[config.mk]
export PLATFORM = sky130hd
export DESIGN_NAME = fetch_unit_flat
export DESIGN_NICKNAME = d
export VERILOG_FILES = /design/src/rtl/fetch_unit_if.sv /design/src/rtl/fetch_unit.sv /design/src/flat_wrapper.sv
export SDC_FILE = /design/constraint.sdc
export NUM_CORES = 1
export LEC_CHECK = 0
export ABC_AREA = 1
export BUFFER_PORTS_ARGS = -buffer_cell sky130_fd_sc_hd__buf_2
export CAP_MARGIN = 10
export CORE_MARGIN = 4
export CORE_UTILIZATION = 30
export DETAILED_ROUTE_END_ITERATION = 10
export PLACE_DENSITY = 0.6
export SYNTH_ARGS = -nofsm -noshare
export SYNTH_HDL_FRONTEND = slang
export SYNTH_SLANG_ARGS = --single-unit
[constraint.sdc]
create_clock -name clk -period 5.3 [get_ports clk]
set_input_delay 0.795 -clock clk [delete_from_list [all_inputs] [get_ports clk]]
set_output_delay 0.795 -clock clk [all_outputs]
set_load 0.005 [all_outputs]
[src/rtl/fetch_unit_if.sv]
// rtl/fetch_unit_if.sv - fetch unit bus: instruction ROM port, decode handshake and execute redirect
interface fetch_unit_if;
    logic [31:0] imem_addr;
    logic [31:0] imem_inst;
    logic        if_valid;
    logic        if_ready;
    logic [31:0] if_pc;
    logic [31:0] if_inst;
    logic        if_pred_taken;
    logic        redirect_valid;
    logic [31:0] redirect_pc;

    modport master (
        output imem_addr,
        input  imem_inst,
        output if_valid,
        input  if_ready,
        output if_pc,
        output if_inst,
        output if_pred_taken,
        input  redirect_valid,
        input  redirect_pc
    );

    modport slave (
        input  imem_addr,
        output imem_inst,
        input  if_valid,
        output if_ready,
        input  if_pc,
        input  if_inst,
        input  if_pred_taken,
        output redirect_valid,
        output redirect_pc
    );
endinterface

[src/rtl/fetch_unit.sv]
// rtl/fetch_unit.sv - instruction fetch stage with fetch queue; optional BRANCH_PREDICT_EN static predictor
module fetch_unit #(
    parameter logic [31:0] RESET_PC = 32'h0000_0000,
    parameter int          FQ_DEPTH = 2
) (
    input logic          clk,
    input logic          rst,
    fetch_unit_if.master bus
);
    localparam int          CW      = $clog2(FQ_DEPTH + 1);
    localparam int          PW      = $clog2(FQ_DEPTH);
    localparam logic [31:0] NOP     = 32'h0000_0013;
    localparam logic [CW-1:0] DEPTH_C = CW'(FQ_DEPTH);

    logic [31:0]   r_pc;
    logic [CW-1:0] r_count;
    logic [PW-1:0] r_rd_ptr;
    logic [PW-1:0] r_wr_ptr;
    logic [31:0]   r_q_pc   [FQ_DEPTH];
    logic [31:0]   r_q_inst [FQ_DEPTH];
    logic          r_q_pred [FQ_DEPTH];

    logic          w_valid;
    logic          w_pop;
    logic          w_fetch;
    logic          w_pred;
    logic [31:0]   w_next_pc;

    assign w_valid = (r_count != '0);
    assign w_pop   = w_valid & bus.if_ready;
    // A full queue may still fetch when the head leaves in the same cycle.
    assign w_fetch = ~bus.redirect_valid & ((r_count < DEPTH_C) | w_pop);

    assign bus.imem_addr = r_pc;

`ifdef BRANCH_PREDICT_EN
    logic [31:0] w_bimm;
    assign w_bimm = {{20{bus.imem_inst[31]}}, bus.imem_inst[7], bus.imem_inst[30:25],
                     bus.imem_inst[11:8], 1'b0};
    // Backward conditional branches (sign bit set) are predicted taken.
    assign w_pred    = (bus.imem_inst[6:0] == 7'b1100011) & bus.imem_inst[31];
    assign w_next_pc = w_pred ? (r_pc + w_bimm) : (r_pc + 32'd4);
`else
    assign w_pred    = 1'b0;
    assign w_next_pc = r_pc + 32'd4;
`endif

    // Head entry is muxed against empty so decode never sees stale data.
    assign bus.if_valid      = w_valid;
    assign bus.if_pc         = w_valid ? r_q_pc[r_rd_ptr]   : 32'h0;
    assign bus.if_inst       = w_valid ? r_q_inst[r_rd_ptr] : NOP;
    assign bus.if_pred_taken = w_valid & r_q_pred[r_rd_ptr];

    // PC, queue pointers and count; redirect flushes and overrides everything else.
    always_ff @(posedge clk or posedge rst) begin
        if (rst) begin
            r_pc     <= RESET_PC;
            r_count  <= '0;
            r_rd_ptr <= '0;
            r_wr_ptr <= '0;
        end else if (bus.redirect_valid) begin
            r_pc     <= bus.redirect_pc & ~32'h3;
            r_count  <= '0;
            r_rd_ptr <= '0;
            r_wr_ptr <= '0;
        end else begin
            if (w_fetch) begin
                r_pc     <= w_next_pc;
                r_wr_ptr <= r_wr_ptr + PW'(1);
            end
            if (w_pop) begin
                r_rd_ptr <= r_rd_ptr + PW'(1);
            end
            case ({w_fetch, w_pop})
                2'b10:   r_count <= r_count + CW'(1);
                2'b01:   r_count <= r_count - CW'(1);
                default: r_count <= r_count;
            endcase
        end
    end

    // Queue storage written at the write pointer on every fetch.
    always_ff @(posedge clk or posedge rst) begin
        if (rst) begin
            for (int i = 0; i < FQ_DEPTH; i++) begin
                r_q_pc[i]   <= 32'h0;
                r_q_inst[i] <= NOP;
                r_q_pred[i] <= 1'b0;
            end
        end else if (w_fetch) begin
            r_q_pc[r_wr_ptr]   <= r_pc;
            r_q_inst[r_wr_ptr] <= bus.imem_inst;
            r_q_pred[r_wr_ptr] <= w_pred;
        end
    end
endmodule
[src/flat_wrapper.sv]
// flat-port wrapper written by rule: the top's interface ports become plain ports
module fetch_unit_flat 
#(
    parameter logic [31:0] RESET_PC = 32'h0000_0000,
    parameter int          FQ_DEPTH = 2
)
  (clk, rst, bus_imem_addr, bus_imem_inst, bus_if_valid, bus_if_ready, bus_if_pc, bus_if_inst, bus_if_pred_taken, bus_redirect_valid, bus_redirect_pc);
  fetch_unit_if bus_i ();
  input logic clk;
  input logic rst;
  output wire logic [$bits(bus_i.imem_addr)-1:0] bus_imem_addr;
  input wire logic [$bits(bus_i.imem_inst)-1:0] bus_imem_inst;
  output wire logic [$bits(bus_i.if_valid)-1:0] bus_if_valid;
  input wire logic [$bits(bus_i.if_ready)-1:0] bus_if_ready;
  output wire logic [$bits(bus_i.if_pc)-1:0] bus_if_pc;
  output wire logic [$bits(bus_i.if_inst)-1:0] bus_if_inst;
  output wire logic [$bits(bus_i.if_pred_taken)-1:0] bus_if_pred_taken;
  input wire logic [$bits(bus_i.redirect_valid)-1:0] bus_redirect_valid;
  input wire logic [$bits(bus_i.redirect_pc)-1:0] bus_redirect_pc;
  assign bus_imem_addr = bus_i.imem_addr;
  assign bus_i.imem_inst = bus_imem_inst;
  assign bus_if_valid = bus_i.if_valid;
  assign bus_i.if_ready = bus_if_ready;
  assign bus_if_pc = bus_i.if_pc;
  assign bus_if_inst = bus_i.if_inst;
  assign bus_if_pred_taken = bus_i.if_pred_taken;
  assign bus_i.redirect_valid = bus_redirect_valid;
  assign bus_i.redirect_pc = bus_redirect_pc;
  fetch_unit #(.RESET_PC(RESET_PC), .FQ_DEPTH(FQ_DEPTH)) u_core (.clk(clk), .rst(rst), .bus(bus_i));
endmodule
==> results of run 1 <==
==> per-layer routing <==
metal,wire length [µm],up-vias
met5,13,-
met4,187,2
met3,1290,10
met2,10300,193
met1,10700,3303
li1,-,3548
==> cell families after synthesis <==
group | share of synthesized area (%)
and+or+nand+nor | 24.0
AOI/OAI and AO/OA | 15.4
DFF | 51.0
buffers and inverters | 9.10
xor gates and xnor gates | 0.334
adders and majority gates | 0.159
other | 0.0477
==> critical path: cells and delay by family (launching register included) <==
| kind | cells | cell delay [ns] |
|---|---|---|
| AND/OR/NAND/NOR | 1 | 0.09 |
| flip-flops | 1 | 0.40 |
| buffers and inverters | 3 | 1.09 |
| AO/OA/AOI/OAI | 1 | 0.24 |
==> power by group through the flow <==
stage	Combinational (mW)	Clock [mW]	Sequential [mW]
after floorplan	0.525	0	1.65
after global placement	0.771	0	1.68
after detailed placement	0.782	0	1.68
after CTS	0.787	1.35	1.66
after global routing	0.897	1.41	1.70
final	0.768	1.31	1.66
==> cell usage after synthesis <==
cell and number:
nand2_2 1, ha_1 1, dfrtp_1 154, nand3_1 41, o221ai_1 1, o21ai_2 2, nor3_1 1, o21ai_1 93
nand2_1 370, a31oi_1 2, buf_6 13, o211ai_1 3, and3_1 1, nand2_4 3, buf_4 4, nand4_1 11
dfstp_2 6, xor2_1 3, a32oi_1 1, conb_1 1, o21a_1 1, o22ai_1 1, clkbuf_1 31, nand3b_1 1
inv_4 2, nor2_1 41, o21ai_0 62, a22oi_1 1, buf_1 3, nor2_4 1, a21oi_1 68, inv_2 1
inv_1 96, buf_2 7
==> area by class of cell <==
cell class	count	area (µm²)	share of cell area (%)
clock buffers	17	425	4.50
clock inverters	15	198	2.09
inverters	99	382	4.03
multi-input cells	714	3150	33.3
flip-flops and latches	160	4010	42.4
well taps	330	413	4.37
repair buffers	167	881	9.31
==> sequential cells by signal (all words and copies together) (netlist names) <==
signal	cells
u_core.r_q_pc	60
u_core.r_wr_ptr	1
u_core.r_rd_ptr	1
u_core.r_q_pred	2
u_core.bus.imem_addr	30
u_core.r_count	2
u_core.r_q_inst	64
==> how the worst min path moves through the flow <==
| stage | slack [ns] | end | cells after the start |
|---|---|---|---|
| 6_report | 0.47 | u_core.r_q_inst[36]$_DFFE_PP1P_ | 2 |
| 5_1_grt | 0.50 | u_core.r_q_inst[32]$_DFFE_PP1P_ | 2 |
| 4_1_cts | 0.48 | u_core.r_q_inst[36]$_DFFE_PP1P_ | 2 |
| 3_5_place_dp | 0.47 | u_core.r_q_inst[36]$_DFFE_PP1P_ | 2 |
| 3_3_place_gp | 0.46 | u_core.r_q_inst[33]$_DFFE_PP1P_ | 2 |
| 2_1_floorplan | 0.45 | u_core.r_q_pred[1]$_DFFE_PP0N_ | 1 |
==> placed cells by master, fill, tap and decap left out, types with 6 or more instances in the layout <==
cell type | synthesis | layout
nand2_1 | 370 | 370
buf_2 | 7 | 159
dfrtp_1 | 154 | 153
inv_1 | 96 | 95
o21ai_1 | 93 | 93
a21oi_1 | 68 | 68
o21ai_0 | 62 | 62
nand3_1 | 41 | 41
nor2_1 | 41 | 41
clkbuf_16 | 0 | 17
nand4_1 | 11 | 11
inv_6 | 0 | 6
buf_4 | 4 | 6
dfstp_2 | 6 | 6
==> stage by stage <==
stage / instance area, µm² / utilization, % / power, mW / worst slack [ns]
global placement: 8840 / 34.7 / 2.45 / 1.91
floorplan: 7880 / - / 2.17 / 0.195
detailed placement: 8840 / 34.7 / 2.46 / 1.92
global route: 9460 / 37.1 / 4.01 / 1.95
finish: 9460 / 37.1 / 3.75 / 2.26
CTS: 9460 / 37.1 / 3.80 / 2.18
==> run summary, run 1 <==
outcome: complete, no violations
CTS clock-pin slew for the worst setup and hold paths: 0.07 ns
Least-Margin Pin Slew: 0.992 ns
PostCTS Resize Cnt: 0
M1 GR Usage: 22.9%
Clock Skew: 0.0121 ns
class of the most critical setup path: register to output port
Final Hold Viols: 0
CP arrival: 2.25 ns
sequential power share: 44.4%
Tcrit/Tclk final: 57.4%
Synth top area share: 49.0%
Final Max Tran Viols: 0
GRT overflow: 0
cts bufs inserted: 17
Port-buffer cells: 159
post-synthesis sequential area ratio: 51.0%
met2 usage: 24.9%
total inserted antenna cells: 0
clock power share: 35.1%
CP Cell Sequence: inv_2, buf_4, nand2_1, a21oi_1, buf_2
die area: 28900 µm²
RR Startpoint: u_core.r_count[1]$_DFFE_PP0P_
gr usage total: 15.9%
Critical R2R Capture: u_core.bus.imem_addr[15]$_DFFE_PP0P_
Cell variety after synth: 34
Final HPWL DP: 14900 µm
hold_buf cts: 0
drt first pass iters: 5
most congested layer reported by global routing: met2
row count: 58
largest area contributor in the netlist: dfrtp_1
worst vdd ir: 0.180 mV
antenna violations before repair: 1
worst-case reg-to-reg path depth: 8
Slew headroom: 33.9%
clk buf depth: 2
Hold WS: 0.475 ns
vias in the first global route: 6927
Filler cells: 2734
GR met3 Demand/Resource: 3.44%
crit path from: u_core.r_rd_ptr$_DFFE_PP0P_
synthesized area: 7860 µm²
Max H-tree Level: 4
Yosys warnings: 0
Iter 0 DRT Violations: 524
crit path to: bus_if_pc[19]
root buffer cell: clkbuf_16
area of the core: 25500 µm²
flops & latches, synth: 160
pin count of the biggest net entering global routing: 106
setup TNS: 0 ns
Final setup violation count: 0
Die Width: 170 µm
Placed Cells: 1470
Mean Syn Cell Area: 7.65 µm²
first-pass GRT wire length: 37100 µm
nature of the critical path endpoint: output port
final WL: 22400 µm
Tmin final: 3.04 ns
Max Cap Viol: 0
Non-Filler Instances: 1502
sw power: 1.19 mW
via/cell ratio: 4.70
post-CTS setup buffers: 0
routability cong.: 0.896
Top Ports: 166
Max Freq: 329 MHz
CTS tree: built
P_int: 2.55 mW
ANT nets after route: 0
Synth area leaders: dfrtp_1, nand2_1, o21ai_1
hold crit path type: register to register
Vias: 7056
Syn Inst Count: 1028
critical path required time: 4.51 ns
slowest stage delay, CP: 0.51 ns
CP max stage cell: buf_4
CTS sink cnt: 160
hold wc startpoint: u_core.r_q_inst[36]$_DFFE_PP1P_
layout cell share with drive strength beyond 1: 18.5%
RSZ-0062 raised after global routing: false
sw frac: 31.8%
Layout Nets: 1228
R2R Setup Slk: 2.26 ns
DRC viols: 0
Initial Utilization: 30.9%
wire length per cell: 14.9 µm
leakage power: 4.77 nW
Die H: 170 µm
combinational power share: 20.5%
worst-skew pair later-pin latency: 0.42 ns
Layout area overhead: 20.3%
PD cells: 396 nW/µm²
Setup crit start kind: register
Worst Path Max Fanout: 37
No activity file was read; power rests on OpenSTA's default activity.
==> run 2, diff against run 1 <==
--- a/config.mk
+++ b/config.mk
@@ -5,7 +5,7 @@
 export SDC_FILE = /design/constraint.sdc
 export NUM_CORES = 1
 export LEC_CHECK = 0
-export ABC_AREA = 1
+export ABC_AREA = 0
 export BUFFER_PORTS_ARGS = -buffer_cell sky130_fd_sc_hd__buf_2
 export CAP_MARGIN = 10
 export CORE_MARGIN = 4
==> constraint.sdc (replaced) <==
create_clock -name clk -period 2.55 [get_ports clk]
set_input_delay 0.3825 -clock clk [delete_from_list [all_inputs] [get_ports clk]]
set_output_delay 0.3825 -clock clk [all_outputs]
set_load 0.005 [all_outputs]
==> run 2 against run 1 <==
- cell area shrank 0.87%
- critical path depth shrank 1
- clock-buffer cell count is the same
- cell count shrank 26%
- clock skew shrank 0.0034 ns
- sequential power grew 110%
- largest cell class unchanged
==> run summary, run 2 <==
outcome: complete, no violations
vias in the first global route: 5517
Layout area overhead: 24.5%
worst vdd ir: 0.361 mV
Tmin final: 2.23 ns
Synth area leaders: dfrtp_1, mux2_2, mux2i_1
GRT overflow: 0
routability cong.: 0.730
gr usage total: 13.5%
flops & latches, synth: 160
Clock Skew: 0.00870 ns
Max H-tree Level: 4
Least-Margin Pin Slew: 0.586 ns
clk buf depth: 2
DRC viols: 0
antenna violations before repair: 1
area of the core: 24500 µm²
CTS tree: built
synthesized area: 7530 µm²
leakage power: 4.20 nW
CTS sink cnt: 160
Final HPWL DP: 12600 µm
Worst Path Max Fanout: 15
Async SR Flop Fraction: 100%
Slew headroom: 60.9%
most common cell after layout, fill and taps aside: buf_2
class of the most critical setup path: register to output port
Max Freq: 448 MHz
Synth Flop Type: dfrtp_1
CTS clock-pin slew for the worst setup and hold paths: 0.07 ns
PD cells: 823 nW/µm²
CP Cell Sequence: nor2_4, buf_4, nor2_1, buf_2
Cell variety after synth: 43
EDFF count, synth: 0
most frequent cells in the layout: buf_2, dfrtp_1, mux2_2, nor2_1, mux2i_1
Layout Nets: 848
final WL: 18200 µm
Non-Filler Instances: 1116
post-synthesis sequential area ratio: 53.3%
most frequent cell after synthesis: dfrtp_1
Die Width: 166 µm
Initial Utilization: 30.7%
register with the most flip-flops: u_core.r_q_inst
Vias: 5145
Final Max Tran Viols: 0
setup TNS: 0 ns
post-CTS setup buffers: 0
Final Hold Viols: 0
die area: 27700 µm²
Util after Layout: 38.2%
pin count of the biggest net entering global routing: 76
root buffer cell: clkbuf_16
row count: 57
hold_buf cts: 0
drt first pass iters: 4
Filler cells: 2444
wire length per cell: 16.3 µm
cts bufs inserted: 17
CP max stage cell: dfrtp_1
worst-skew pair later-pin latency: 0.43 ns
CP arrival: 1.85 ns
Yosys warnings: 0
via/cell ratio: 4.61
layout cell share with drive strength beyond 1: 43.8%
Tcrit/Tclk final: 87.6%
Synth top area share: 51.2%
largest area contributor in the netlist: dfrtp_1
Placed Cells: 1084
critical path required time: 2.17 ns
Syn Inst Count: 623
max reg flops: 64
Mean Syn Cell Area: 12.1 µm²
first-pass GRT wire length: 30400 µm
Overall Power: 7.72 mW
PostCTS Resize Cnt: 0
Final setup violation count: 0
Setup crit start kind: register
nature of the critical path endpoint: output port
Top Ports: 166
ANT nets after route: 0
slowest stage delay, CP: 0.45 ns
most frequent cells after synthesis: dfrtp_1, mux2_2, nor2_1, mux2i_1, nand2_1
hold crit path type: input port to asynchronous set/reset pin
Port-buffer cells: 159
Die H: 166 µm
Max Cap Viol: 0
RSZ-0062 raised after global routing: false
Iter 0 DRT Violations: 350
total inserted antenna cells: 0
==> run 2: kinds of logic (layout without fill, tap and decap cells) <==
logic type | Yosys count | count (layout) | share of synthesized area, %
and+or+nand+nor | 164 | 164 | 10.8
AOI/OAI and AO/OA | 33 | 33 | 2.31
muxes | 188 | 188 | 27.0
buffers and inverters | 46 | 212 | 2.87
DFF | 160 | 160 | 53.3
adders and majority gates | 1 | 1 | 0.166
xor gates and xnor gates | 30 | 30 | 3.49
other | 1 | 4 | 0.0498
==> run 2: worst paths after layout <==
| path | from | to | slack, ns | cells after the start |
|---|---|---|---|---|
| min reg2reg | u_core.r_q_pc[35]$_DFFE_PP0P_ | u_core.r_q_pc[35]$_DFFE_PP0P_ | 0.49 | 1 |
| max in group asynchronous | rst | u_core.r_rd_ptr$_DFFE_PP0P_ | 1.74 | 3 |
| max reg2reg | u_core.bus.imem_addr[15]$_DFFE_PP0P_ | u_core.bus.imem_addr[23]$_DFFE_PP0P_ | 0.60 | 5 |
| max | u_core.r_count[1]$_DFFE_PP0P_ | bus_if_pc[28] | 0.32 | 4 |
| min | rst | u_core.r_q_inst[26]$_DFFE_PP0P_ | 0.0005 | 2 |
| min in group clk | bus_redirect_pc[18] | u_core.bus.imem_addr[18]$_DFFE_PP0P_ | 0.16 | 3 |
==> run 2: layout make-up <==
class | instances | area [µm²] | share of cell area (%)
Clock buffer | 17 | 425 | 4.54
Clock inverter | 15 | 180 | 1.92
Inverter | 6 | 26.3 | 0.280
Multi-Input combinational cell | 420 | 3330 | 35.5
Sequential cell | 160 | 4020 | 42.8
Tap cell | 324 | 405 | 4.32
Timing Repair Buffer | 174 | 996 | 10.6
==> run 2: critical path, delay by kind of cell (launching register included) <==
family	cells	cell delay, ns
and+or+nand+nor	2	0.51
buffers and inverters	2	0.45
DFF	1	0.45
==> run 2: per-layer routing <==
metal | vias to the layer above | part of all wire, % | global-route usage, %
li1 | 2460 | - | -
met4 | 2 | 1.1 | 3.42
met5 | - | 0.071 | 0
met1 | 2534 | 48 | 18.5
met2 | 130 | 46 | 21.3
met3 | 19 | 5.6 | 3.84
==> run 2: power breakdown <==
| part | internal, mW | switching, mW | leakage (nW) |
|---|---|---|---|
| clock network | 1.55 | 1.11 | 0.291 |
| registers | 3.11 | 0.352 | 1.92 |
| logic | 0.886 | 0.703 | 1.99 |
==> run 2: metrics by stage <==
step,hold WS [ns],area [µm²],setup WS [ns]
after global placement,0.456,8770,0.571
after CTS,0.000347,9380,0.270
final,0.000504,9380,0.317
after global routing,0.0304,9380,0.188
after floorplan,0.450,7550,0.144
after detailed placement,0.464,8770,0.519
